--- src/rtl/pixcap_pkg.sv ---
//------------------------------------------------------------------------------
// Module   : pixcap_pkg
// Brief    : Shared types and constants for the pixel frame capture block.
// Revision : 1.0
//------------------------------------------------------------------------------
`default_nettype none

package pixcap_pkg;

  typedef enum logic [1:0] {
    IDLE   = 2'd0,
    EXPOSE = 2'd1,
    READ   = 2'd2,
    DRAIN  = 2'd3
  } state_t;

  localparam int FRAME_PIX = 4;
  localparam int ROWS      = 2;

  // Row-select patterns as {NRE_1, NRE_2}; selects are active low
  localparam logic [1:0] ROW0_SEL = 2'b01;
  localparam logic [1:0] ROW1_SEL = 2'b10;

endpackage

`default_nettype wire

--- src/rtl/pixcap_out_reg.sv ---
//------------------------------------------------------------------------------
// Module   : pixcap_out_reg
// Brief    : Single-entry valid/ready output register carrying pixel and last.
// Revision : 1.0
//------------------------------------------------------------------------------
`default_nettype none

module pixcap_out_reg
  import pixcap_pkg::*;
#(
  parameter int PIX_W = 8
) (
  input  logic             clk,
  input  logic             reset,
  input  logic             i_valid,
  output logic             o_ready,
  input  logic [PIX_W-1:0] i_data,
  input  logic             i_last,
  output logic [PIX_W-1:0] o_data,
  output logic             o_valid,
  output logic             o_last,
  input  logic             i_ready
);

  logic             r_valid;
  logic [PIX_W-1:0] r_data;
  logic             r_last;

  // Accept a new pixel whenever the slot is empty or drains this cycle
  assign o_ready = !r_valid || i_ready;

  always_ff @(posedge clk or negedge reset) begin
    if (!reset) begin
      r_valid <= 1'b0;
      r_data  <= '0;
      r_last  <= 1'b0;
    end else if (i_valid && o_ready) begin
      r_valid <= 1'b1;
      r_data  <= i_data;
      r_last  <= i_last;
    end else if (i_ready) begin
      r_valid <= 1'b0;
      r_last  <= 1'b0;
    end
  end

  assign o_data  = r_data;
  assign o_valid = r_valid;
  assign o_last  = r_last;

endmodule

`default_nettype wire

--- src/rtl/pixel_frame_capture.sv ---
//------------------------------------------------------------------------------
// Module   : pixel_frame_capture
// Brief    : Captures two ADC rows selected by NRE_1/NRE_2 and streams the 2x2
//            frame over valid/ready. Define FRAME_CNT_EN to add frame_cnt.
// Revision : 1.0
//------------------------------------------------------------------------------
`default_nettype none

module pixel_frame_capture
  import pixcap_pkg::*;
#(
  parameter int PIX_W  = 8,
  parameter int N_COLS = 2
) (
  input  logic               clk,
  input  logic               reset,
  input  logic               NRE_1,
  input  logic               NRE_2,
  input  logic               ADC,
  input  logic               expose,
  input  logic               erase,
  input  logic [2*PIX_W-1:0] col_data,
  output logic [PIX_W-1:0]   pix_data,
  output logic               pix_valid,
  input  logic               pix_ready,
  output logic               pix_last,
  output logic               frame_err,
  output logic               busy
`ifdef FRAME_CNT_EN
  ,
  output logic [15:0]        frame_cnt
`endif
);

  if (N_COLS != 2 || ROWS * N_COLS != FRAME_PIX) begin : g_ncols_check
    $error("pixel_frame_capture: N_COLS must be 2");
  end

  localparam logic [2:0] c_feed_end  = 3'(FRAME_PIX);
  localparam logic [2:0] c_feed_last = 3'(FRAME_PIX - 1);

  state_t             r_state;
  state_t             w_state_nxt;
  logic               r_adc_q;
  logic               w_adc_rise;
  logic               r_r0;
  logic               r_r1;
  logic [2*PIX_W-1:0] r_row0;
  logic [2*PIX_W-1:0] r_row1;
  logic [2:0]         r_feed_idx;
  logic               r_frame_err;
  logic [1:0]         w_sel;
  logic               w_both;
  logic               w_err;
  logic               w_store0;
  logic               w_store1;
  logic               w_clear;
  logic               w_feed_valid;
  logic               w_feed_ready;
  logic               w_feed_fire;
  logic [PIX_W-1:0]   w_feed_data;
  logic               w_feed_last;
  logic               w_last_xfer;

  assign w_adc_rise   = ADC & ~r_adc_q;
  assign w_sel        = {NRE_1, NRE_2};
  assign w_both       = r_r0 & r_r1;
  assign w_feed_valid = (r_state == DRAIN) && (r_feed_idx != c_feed_end);
  assign w_feed_fire  = w_feed_valid && w_feed_ready;
  assign w_feed_last  = (r_feed_idx == c_feed_last);
  assign w_last_xfer  = pix_valid && pix_ready && pix_last;

  always_comb begin
    w_feed_data = '0;
    case (r_feed_idx[1:0])
      2'd0:    w_feed_data = r_row0[PIX_W-1:0];
      2'd1:    w_feed_data = r_row0[2*PIX_W-1:PIX_W];
      2'd2:    w_feed_data = r_row1[PIX_W-1:0];
      default: w_feed_data = r_row1[2*PIX_W-1:PIX_W];
    endcase
  end

  always_comb begin
    w_state_nxt = r_state;
    w_err       = 1'b0;
    w_store0    = 1'b0;
    w_store1    = 1'b0;
    w_clear     = 1'b0;
    case (r_state)
      IDLE: begin
        if (w_adc_rise) w_err = 1'b1;
        if (expose) w_state_nxt = EXPOSE;
      end
      EXPOSE: begin
        if (erase) w_state_nxt = IDLE;
        else if (!expose) w_state_nxt = READ;
      end
      READ: begin
        // erase outranks a coincident strobe: abort without storing
        if (erase && !w_both) begin
          w_err       = 1'b1;
          w_clear     = 1'b1;
          w_state_nxt = IDLE;
        end else if (w_both && !ADC) begin
          w_state_nxt = DRAIN;
        end else if (w_adc_rise) begin
          if (w_sel == ROW0_SEL && !r_r0) w_store0 = 1'b1;
          else if (w_sel == ROW1_SEL && !r_r1) w_store1 = 1'b1;
          else w_err = 1'b1;
        end
      end
      DRAIN: begin
        if (w_adc_rise) w_err = 1'b1;
        if (w_last_xfer) begin
          w_clear     = 1'b1;
          w_state_nxt = IDLE;
        end
      end
      default: w_state_nxt = IDLE;
    endcase
  end

  always_ff @(posedge clk or negedge reset) begin
    if (!reset) begin
      r_state     <= IDLE;
      r_adc_q     <= 1'b0;
      r_r0        <= 1'b0;
      r_r1        <= 1'b0;
      r_row0      <= '0;
      r_row1      <= '0;
      r_feed_idx  <= '0;
      r_frame_err <= 1'b0;
    end else begin
      r_state     <= w_state_nxt;
      r_adc_q     <= ADC;
      r_frame_err <= w_err;
      if (w_clear) begin
        r_r0 <= 1'b0;
        r_r1 <= 1'b0;
      end else begin
        if (w_store0) begin
          r_r0   <= 1'b1;
          r_row0 <= col_data;
        end
        if (w_store1) begin
          r_r1   <= 1'b1;
          r_row1 <= col_data;
        end
      end
      if (r_state != DRAIN) r_feed_idx <= '0;
      else if (w_feed_fire) r_feed_idx <= r_feed_idx + 3'd1;
    end
  end

  pixcap_out_reg #(
    .PIX_W (PIX_W)
  ) u_out_reg (
    .clk     (clk),
    .reset   (reset),
    .i_valid (w_feed_valid),
    .o_ready (w_feed_ready),
    .i_data  (w_feed_data),
    .i_last  (w_feed_last),
    .o_data  (pix_data),
    .o_valid (pix_valid),
    .o_last  (pix_last),
    .i_ready (pix_ready)
  );

  assign frame_err = r_frame_err;
  assign busy      = (r_state != IDLE);

`ifdef FRAME_CNT_EN
  logic [15:0] r_frame_cnt;

  always_ff @(posedge clk or negedge reset) begin
    if (!reset) r_frame_cnt <= '0;
    else if (w_last_xfer) r_frame_cnt <= r_frame_cnt + 16'd1;
  end

  assign frame_cnt = r_frame_cnt;
`endif

endmodule

`default_nettype wire

--- config.mk ---
export PLATFORM = sky130hd
export DESIGN_NAME = pixel_frame_capture
export DESIGN_NICKNAME = d
export VERILOG_FILES = /design/src/rtl/pixcap_pkg.sv /design/src/rtl/pixcap_out_reg.sv /design/src/rtl/pixel_frame_capture.sv
export SDC_FILE = /design/constraint.sdc
export NUM_CORES = 1
export LEC_CHECK = 0
export BUFFER_PORTS_ARGS = -buffer_cell sky130_fd_sc_hd__buf_2
export CAP_MARGIN = 10
export CORE_UTILIZATION = 50
export DETAILED_ROUTE_END_ITERATION = 8
export GPL_ROUTABILITY_DRIVEN = 0
export PLACE_DENSITY = 0.75
export SLEW_MARGIN = 0
export SYNTH_ARGS = -nofsm -noshare
export SYNTH_HDL_FRONTEND = slang
export SYNTH_SLANG_ARGS = --single-unit
--- constraint.sdc ---
create_clock -name clk -period 1.8 [get_ports clk]
set_input_delay 0.36 -clock clk [delete_from_list [all_inputs] [get_ports clk]]
set_output_delay 0.36 -clock clk [all_outputs]
set_load 0.05 [all_outputs]
==> results of run 1 <==
where the power goes:
group / total (W) / leakage (nW) / internal [W] / switching [W]
Combinational: 0.00118 / 0.625 / 0.000431 / 0.000753
Sequential: 0.00157 / 0.694 / 0.00141 / 0.000163
Clock: 0.000705 / 0.0467 / 0.000289 / 0.000416
metrics by stage:
step                      instance area (um^2)  worst slack (ps)  total power [W]  hold slack (ps)
final                                     2790              83.5          0.00346              180
after global routing                      2790              14.2          0.00368              170
after CTS                                 2770              37.5          0.00348              169
after detailed placement                  2670              33.3          0.00277              262
after global placement                    2670              46.3          0.00273              255
after floorplan                           2360              35.1          0.00242             64.4
kinds of logic after synthesis:
logic type | Yosys count | share of synthesized area, %
AOI/OAI and AO/OA | 37 | 10.8
adders and majority gates | 10 | 5.33
buffers and inverters | 18 | 3.52
DFF | 51 | 54.3
muxes | 33 | 15.8
and+or+nand+nor | 44 | 10.2
final timing paths:
| check | from | end | cells past startpoint | slack, ps |
|---|---|---|---|---|
| hold / removal | ADC | r_adc_q | 1 | 180 |
| setup reg to reg | r_r1 | r_row1[10] | 4 | 80 |
| setup / recovery | r_r1 | r_row1[10] | 4 | 80 |
| hold reg to reg | u_out_reg.o_data[6] | u_out_reg.o_data[6] | 2 | 490 |
| min in group asynchronous | reset | r_feed_idx[1] | 2 | 450 |
| max in group asynchronous | reset | r_state[1] | 3 | 840 |
layer usage:
layer | vias up | global-route usage (%) | part of all wire (%) | routed length, um
li1 | 777 | - | - | -
met4 | 0 | 7.33 | 1.3 | 61
met3 | 7 | 3.85 | 4.9 | 220
met1 | 785 | 26.8 | 46 | 2070
met5 | - | 0 | 0 | 0
met2 | 47 | 34.3 | 48 | 2180
synthesized netlist by cell type, types with 2 or more instances:
cell       count
dfrtp_1       51
mux2_2        32
nor2_1        14
nand2_1       13
o21ai_0       11
a21oi_1       10
ha_1          10
inv_1          9
a222oi_1       8
clkbuf_1       7
nand3_1        5
nand2b_1       3
a2bb2oi_1      2
buf_6          2
nor2b_1        2
nor3_4         2
worst max-delay path, cell delays in order, from the launching register on:
cell and delay, ps:
dfrtp_1 430, or3b_4 420, nor3_4 230, buf_12 180
mux2_2 350
layout make-up:
cell class / count / area [um^2]
Fill cell: 367 / 1660
Sequential cell: 51 / 1280
Multi-Input combinational cell: 124 / 1010
Timing Repair Buffer: 46 / 298
Clock buffer: 5 / 68.8
Tap cell: 52 / 65.1
Inverter: 9 / 33.8
Clock inverter: 3 / 27.5
state kept, by name, indices dropped and copies added, names as in the netlist:
register,count
frame_err,1
r_adc_q,1
r_feed_idx,3
r_r0,1
r_r1,1
r_row0,16
r_row1,16
r_state,2
u_out_reg.o_data,8
u_out_reg.o_last,1
u_out_reg.o_valid,1
what timing repair did:
item | in CTS | in global routing
hold buffers | 1 | 0
setup endpoints to repair | 0 | 31
gates resized for setup | 0 | 6
endpoints found under the hold margin | 10 | 0
==> run metrics, run 1 <==
final hold vios=0; setup bufs post-CTS=0; vias=about 1600; die height=a little over 70 um; fmax=around 600 MHz; TritonCTS clock tree=built; RSZ-0062 raised after global routing=false; clk root buf=clkbuf_8; core outline area=4440 um^2; fin. max-slew vios=0; GRT Util Overall=approximately a fifth; DP Wirelength=3.20 mm; Pre-antenna DRT Iters=7; Async SR Flop Fraction=100%; area of the mapped netlist=about 2300 um^2; CTS Sinks=51; post-layout util=a little over three fifths; vias in the first global route=about 1700; Initial DRC Count=between 100 and 150; Worst-Skew Late Latency=310 ps; most frequent cells in the layout=dfrtp_1 (48), buf_2 (35), mux2_2 (32); Horiz. Die Dim=70.5 um; Clk pin slew, worst setup/hold paths=90 ps; maximum VDD drop=about 0.75 mV; Cells after DPL=281; Crit Path Category=reg -> reg; layout cells sized above 1=about 42%; I/O pins=36; crit path DAT=1910 ps; EDFF count, synth=0; status=complete, but fails checks; Clock Skew=9.11 ps; cell taking the most area after synthesis=dfrtp_1; Final setup viols=0; post-route ant nets=0; element type at the critical path end=register; Synth cell types=28; # rows=24; P&R area growth vs syn=18.6%; predominant post-synthesis flop cell=dfrtp_1; Overflow after GRT=0; first-pass GRT wire length=between 7 and 8 mm; largest net degree at the start of global routing=42; Synthesized Nets=between 200 and 250; H-tree depth=2; initial antenna violation count=0; CTS Buf Count=5; nets=around 270; failing checks=DRC; relative slew slack=between 70% and 80%; Antenna Cells=0; P_leak=approximately 1.4 nW; maxcap violations=0; sequential share of the synthesized area=54.3%; Synth top area share=between 50 and 60%; crit path launch type=register; CP Data Required Time=2000 ps; worst-path maximum fanout=16; post-route non-filler standard cell count=between 200 and 300; maximum clock path buffer count=2; IO Port Bufs=35; Synth Warn #=0; pwr dens=about 1200 nW/um^2; Final Cycle Share=95.4%; Avg WL per Cell=~16 um; total routed wirelength=roughly 4.5 mm; synthesis-stage register bit count=just over 50; Cells after Synth=around 190; commonest non-fill, non-tap cell in the layout=dfrtp_1; Via density=~5.6; worst-margin pin slew=around 340 ps; synthesized area per cell=12.2 um^2; DRC viols=6; minimum clock period after layout=1720 ps; TNS Setup=0 ps; Worst Hold Class=in -> reg; initial core utilization=52.8%; die area=~5000 um^2; largest cells by area after synthesis=dfrtp_1 (54%), mux2_2 (15%), ha_1 (5.3%)
No activity file was read; power rests on OpenSTA's default activity.
==> run 2, diff against run 1 <==
- CELL_PAD_IN_SITES_DETAIL_PLACEMENT: not set -> 0
- CELL_PAD_IN_SITES_GLOBAL_PLACEMENT: not set -> 2
- CORE_UTILIZATION: 50 -> 34
- PLACE_DENSITY: 0.75 -> 0.76
==> run metrics, run 2 (synthesis results as in run 1) <==
status=complete, but fails checks; failing checks=hold timing; TritonCTS clock tree=built; final hold vios=1; CTS Sinks=51; nets=approximately 270; post-place instance area=2710 um^2; crit path launch type=register; R2R Setup Slk=approximately 87 ps; FF/Latch Area=between 1000 and 1500 um^2; minimum clock period after layout=around 1700 ps; CP Data Required Time=~2000 ps; GRT Util Overall=around 14%; P_leak=~1.4 nW; footprint of the multi-input gates=approximately 1000 um^2; die area=7240 um^2; Clock Skew=between 6 and 7 ps; crit-path cells=ha_1 > nor2b_2 > a221o_1 > nand2b_1 > mux2_2; worst-margin pin slew=378 ps; Via density=5.10; fin. max-slew vios=0; Avg WL per Cell=15.0 um; total routed wirelength=around 4.7 mm; Pre-antenna DRT Iters=4; Largest stage delay, worst path=430 ps; vias in the first global route=1631; Antenna Cells=0; Worst Hold Class=in -> async; # rows=29; Clk pin slew, worst setup/hold paths=100 ps; pwr dens=between 1000 and 1500 nW/um^2; RR Endpoint=r_state[1]; I/O pins=36; worst-path maximum fanout=3; slowest cell on the critical path=dfrtp_1; layout cells sized above 1=a little over two fifths; TNS Setup=0 ps; Reg2Reg Depth=5; core outline area=6490 um^2; initial antenna violation count=0; Crit Path Category=reg -> reg; maximum VDD drop=approximately 0.49 mV; maximum clock path buffer count=2; maxcap violations=0; vias=between 1500 and 2000; commonest non-fill, non-tap cell in the layout=dfrtp_1; Horiz. Die Dim=about 85 um; Final Cycle Share=roughly 95%; initial core utilization=36.2%; crit path DAT=1920 ps; first-pass GRT wire length=approximately 8 mm; post-route ant nets=0; clk root buf=clkbuf_8; Worst-Skew Late Latency=just over 300 ps; Initial DRC Count=between 90 and 100; DP Wirelength=roughly 3.3 mm; most frequent cells in the layout=dfrtp_1 (49), buf_2 (35), mux2_2 (32); relative slew slack=roughly 75%; Fill cells=between 600 and 700; Final setup viols=0; fmax=just under 600 MHz; IO Port Bufs=35; Hold WS=-0.856 ps; post-layout util=43.3%; RR Startpoint=r_state[0]; largest net degree at the start of global routing=52; element type at the critical path end=register; DRC viols=0; die height=approximately 85 um; hold buffers post-CTS=0; Finished Cell Area=between 2000 and 3000 um^2; CTS Buf Count=5; P&R area growth vs syn=19.8%; Overflow after GRT=0; H-tree depth=2
## run 2: cell type report
class / count / area share (%)
repair buffers: 47 / 10.8
well taps: 77 / 3.42
clock buffers: 5 / 2.45
inverters: 9 / 1.20
flip-flops and latches: 51 / 45.4
multi-input cells: 124 / 35.8
clock inverters: 3 / 0.934
## run 2: repair_timing
action                                  4_1_cts  5_1_grt
endpoints found under the setup margin        0       26
setup buffers                                 0        1
endpoints found under the hold margin         0        0
resized for setup                             0        4
## run 2: how the worst max path moves through the flow
| stage | startpoint | end | slack, ps | depth (start not counted) |
|---|---|---|---|---|
| 6_report | r_state[0] | r_state[1] | 90 | 5 |
| 5_1_grt | r_feed_idx[0] | u_out_reg.o_data[4] | -8 | 7 |
| 4_1_cts | r_state[0] | r_row0[11] | 40 | 6 |
| 3_5_place_dp | NRE_2 | r_row1[3] | 30 | 5 |
| 3_3_place_gp | NRE_2 | r_row1[8] | 60 | 5 |
| 2_1_floorplan | r_state[0] | r_row0[10] | 40 | 6 |
## run 2: per-stage QoR
step	setup WS, ps	instances	hold WS [ps]	total power (W)
final	86.5	316	-0.856	0.00347
after global routing	-8.03	316	36.9	0.00371
after CTS	41.1	315	25.0	0.00351
after detailed placement	31.2	307	372	0.00278
after global placement	56.3	307	377	0.00276
after floorplan	35.1	193	64.4	0.00242
## run 2: metal layers
metal  vias to the layer above  track usage, %  part of all wire [%]
li1                        776               -                     -
met1                       787            20.3                    49
met3                         6            3.50                   6.0
met5                         -               0                     0
met2                        43            22.0                    43
met4                         0            4.16                   1.1
## run 2: critical path: cells and delay by family (launching register included)
family          cells  cell delay, ps
fa+ha+maj           1             220
flops               1             430
simple gates        2             340
compound gates      1             330
mux                 1             280
## run 2: power breakdown
group / internal, W / switching [W] / total, W
registers: 0.00141 / 0.000156 / 0.00157
clock network: 0.000289 / 0.000413 / 0.000703
logic: 0.000441 / 0.000759 / 0.00120
==> run 3, diff against run 2 <==
- CORE_UTILIZATION: 34 -> 35
- SYNTH_HIERARCHICAL: not set -> 1
==> run metrics, run 3 <==
worst-path maximum fanout=3; Synth top area share=between 50% and 60%; Worst Hold Class=in -> reg; most frequent cells in the layout=dfrtp_1 (50), buf_2 (34), mux2_2 (33); P_leak=1.55 nW; first-pass GRT wire length=around 8.0 mm; worst-margin pin slew=just under 400 ps; Horiz. Die Dim=about 86 um; vias in the first global route=between 1500 and 2000; die area=roughly 7400 um^2; predominant post-synthesis flop cell=dfrtp_1; H-tree depth=2; element type at the critical path end=register; TritonCTS clock tree=built; vias=roughly 1700; Final Cycle Share=a little over nine tenths; I/O pins=36; status=completed; Crit Path Category=reg -> reg; Synthesized Nets=between 200 and 250; Via density=about 4.8; nets=between 200 and 300; TNS Setup=0 ps; Clk pin slew, worst setup/hold paths=~100 ps; maximum VDD drop=~0.45 mV; total power=around 0.0037 W; fin. max-slew vios=0; sequential share of the synthesized area=between 50% and 60%; largest family of logic cells by synthesized area=multiplexers; Final setup viols=0; area of the mapped netlist=2470 um^2; Fill cells=640; # rows=30; Cells after DPL=roughly 330; RSZ-0062 raised after global routing=true; Synth cell types=33; Clock Skew=roughly 10 ps; Antenna Cells=0; Avg WL per Cell=14.0 um; initial antenna violation count=0; IO Port Bufs=35; EDFF count, synth=0; initial core utilization=a little over a third; Worst-Skew Late Latency=around 310 ps; post-route ant nets=0; GRT Util Overall=14.2%; simple logic cell fraction of the synthesized area=approximately 8.5%; P&R area growth vs syn=27.1%; CTS Sinks=51; Cells after Synth=185; maximum clock path buffer count=2; synth cell count leaders=dfrtp_1 (51), mux2_2 (33), inv_1 (16); Finished Cell Area=3130 um^2; core outline area=about 6800 um^2; total routed wirelength=around 4.9 mm; post-place instance area=between 2000 and 3000 um^2; Synth Warn #=6; pwr dens=approximately 1200 nW/um^2; most common cell in the netlist=dfrtp_1; Synth Area in XOR/XNOR=0.355%; CP Data Required Time=roughly 2000 ps; DP Wirelength=~3.4 mm; die height=approximately 86 um; post-synthesis mux area share=between 20% and 30%; Largest stage delay, worst path=400 ps; crit-path cells=inv_2 > buf_4 > ha_2 > nor2b_1 > a221o_1 > nand2b_4 > mux2_2; cell taking the most area after synthesis=dfrtp_1; synthesis-stage register bit count=51; Overflow after GRT=0; slowest cell on the critical path=dfrtp_1; Initial DRC Count=between 90 and 100; Pre-antenna DRT Iters=5; crit path DAT=~1900 ps; CTS Buf Count=5; final hold vios=0; crit path launch type=register; relative slew slack=about three quarters; post-route non-filler standard cell count=roughly 350; synthesized area per cell=approximately 13 um^2; Async SR Flop Fraction=100%; fmax=roughly 600 MHz; largest cells by area after synthesis=dfrtp_1 (52%), mux2_2 (15%), ha_1 (5.1%); Compound-Gate Fraction of Synth Area=7.15%; minimum clock period after layout=around 1700 ps; clk root buf=clkbuf_8; post-layout util=between 40% and 50%; area share of fa/ha/maj cells after synthesis=about 5.1%; largest net degree at the start of global routing=47; DRC viols=0; commonest non-fill, non-tap cell in the layout=dfrtp_1; maxcap violations=0; layout cells sized above 1=52.4%
## run 3: path summary, 6_finish.rpt
path | from | endpoint | slack [ps] | depth (start not counted)
worst min-delay path | ADC | r_adc_q | 270 | 2
max in group asynchronous | reset | u_out_reg/o_valid | 900 | 3
worst min register to register | u_out_reg/o_data[2] | u_out_reg/o_data[2] | 520 | 1
min in group asynchronous | reset | r_row0[13] | 400 | 2
worst max-delay path | r_state[0] | r_state[1] | 90 | 7
worst max register to register | r_state[0] | r_state[1] | 90 | 7
## run 3: cell type report
class,instances,area [um^2],area share (%)
clock buffers,5,68.8,2.20
clock inverters,3,28.8,0.918
repair buffers,65,443,14.1
inverters,16,60.1,1.92
flip-flops and latches,51,1280,40.8
multi-input cells,112,1140,36.2
well taps,96,120,3.83
## run 3: layer usage
layer	up-vias	routed length (um)	global-route usage (%)	share of wire, %
met5	-	0	0	0
met4	0	51	4.09	1.0
met3	5	173	3.08	3.6
met2	29	2410	23.4	49
met1	827	2240	18.7	46
li1	793	-	-	-
## run 3: cells by family after synthesis
| family | count (synthesis) |
|---|---|
| DFF | 51 |
| AOI/OAI and AO/OA | 22 |
| buffers and inverters | 22 |
| and+or+nand+nor | 30 |
| adders and majority gates | 10 |
| muxes | 49 |
| xor gates and xnor gates | 1 |
## run 3: worst max-delay path, delay by kind of cell, from the launching register on
| family | cells | cell delay (ps) |
|---|---|---|
| multiplexers | 1 | 270 |
| buffers and inverters | 2 | 210 |
| adder cells (fa/ha/maj) | 1 | 170 |
| flip-flops | 1 | 400 |
| AND/OR/NAND/NOR | 2 | 270 |
| AO/OA/AOI/OAI | 1 | 280 |
## run 3: power breakdown
| part | total (W) | internal, W | switching [W] | leakage, nW |
|---|---|---|---|---|
| clock network | 0.000715 | 0.000289 | 0.000426 | 0.0502 |
| registers | 0.00156 | 0.00141 | 0.000151 | 0.697 |
| logic | 0.00146 | 0.000657 | 0.000802 | 0.798 |
| total | 0.00374 | 0.00236 | 0.00138 | 1.55 |
## run 3: metrics by stage
stage / worst slack, ps / hold slack, ps
2_1_floorplan: 31.2 / 64.4
3_3_place_gp: -303 / 204
3_5_place_dp: -336 / 208
4_1_cts: 1.75 / 255
5_1_grt: -9.05 / 272
6_report: 86.3 / 271
## run 3: repair_timing
action                                  in CTS  in global routing
endpoints found under the setup margin      33                 13
endpoints found under the hold margin        5                  0
pin swaps                                    2                  1
buffers inserted                             5                  0
hold buffers                                 1                  0
gates resized for setup                      1                 10
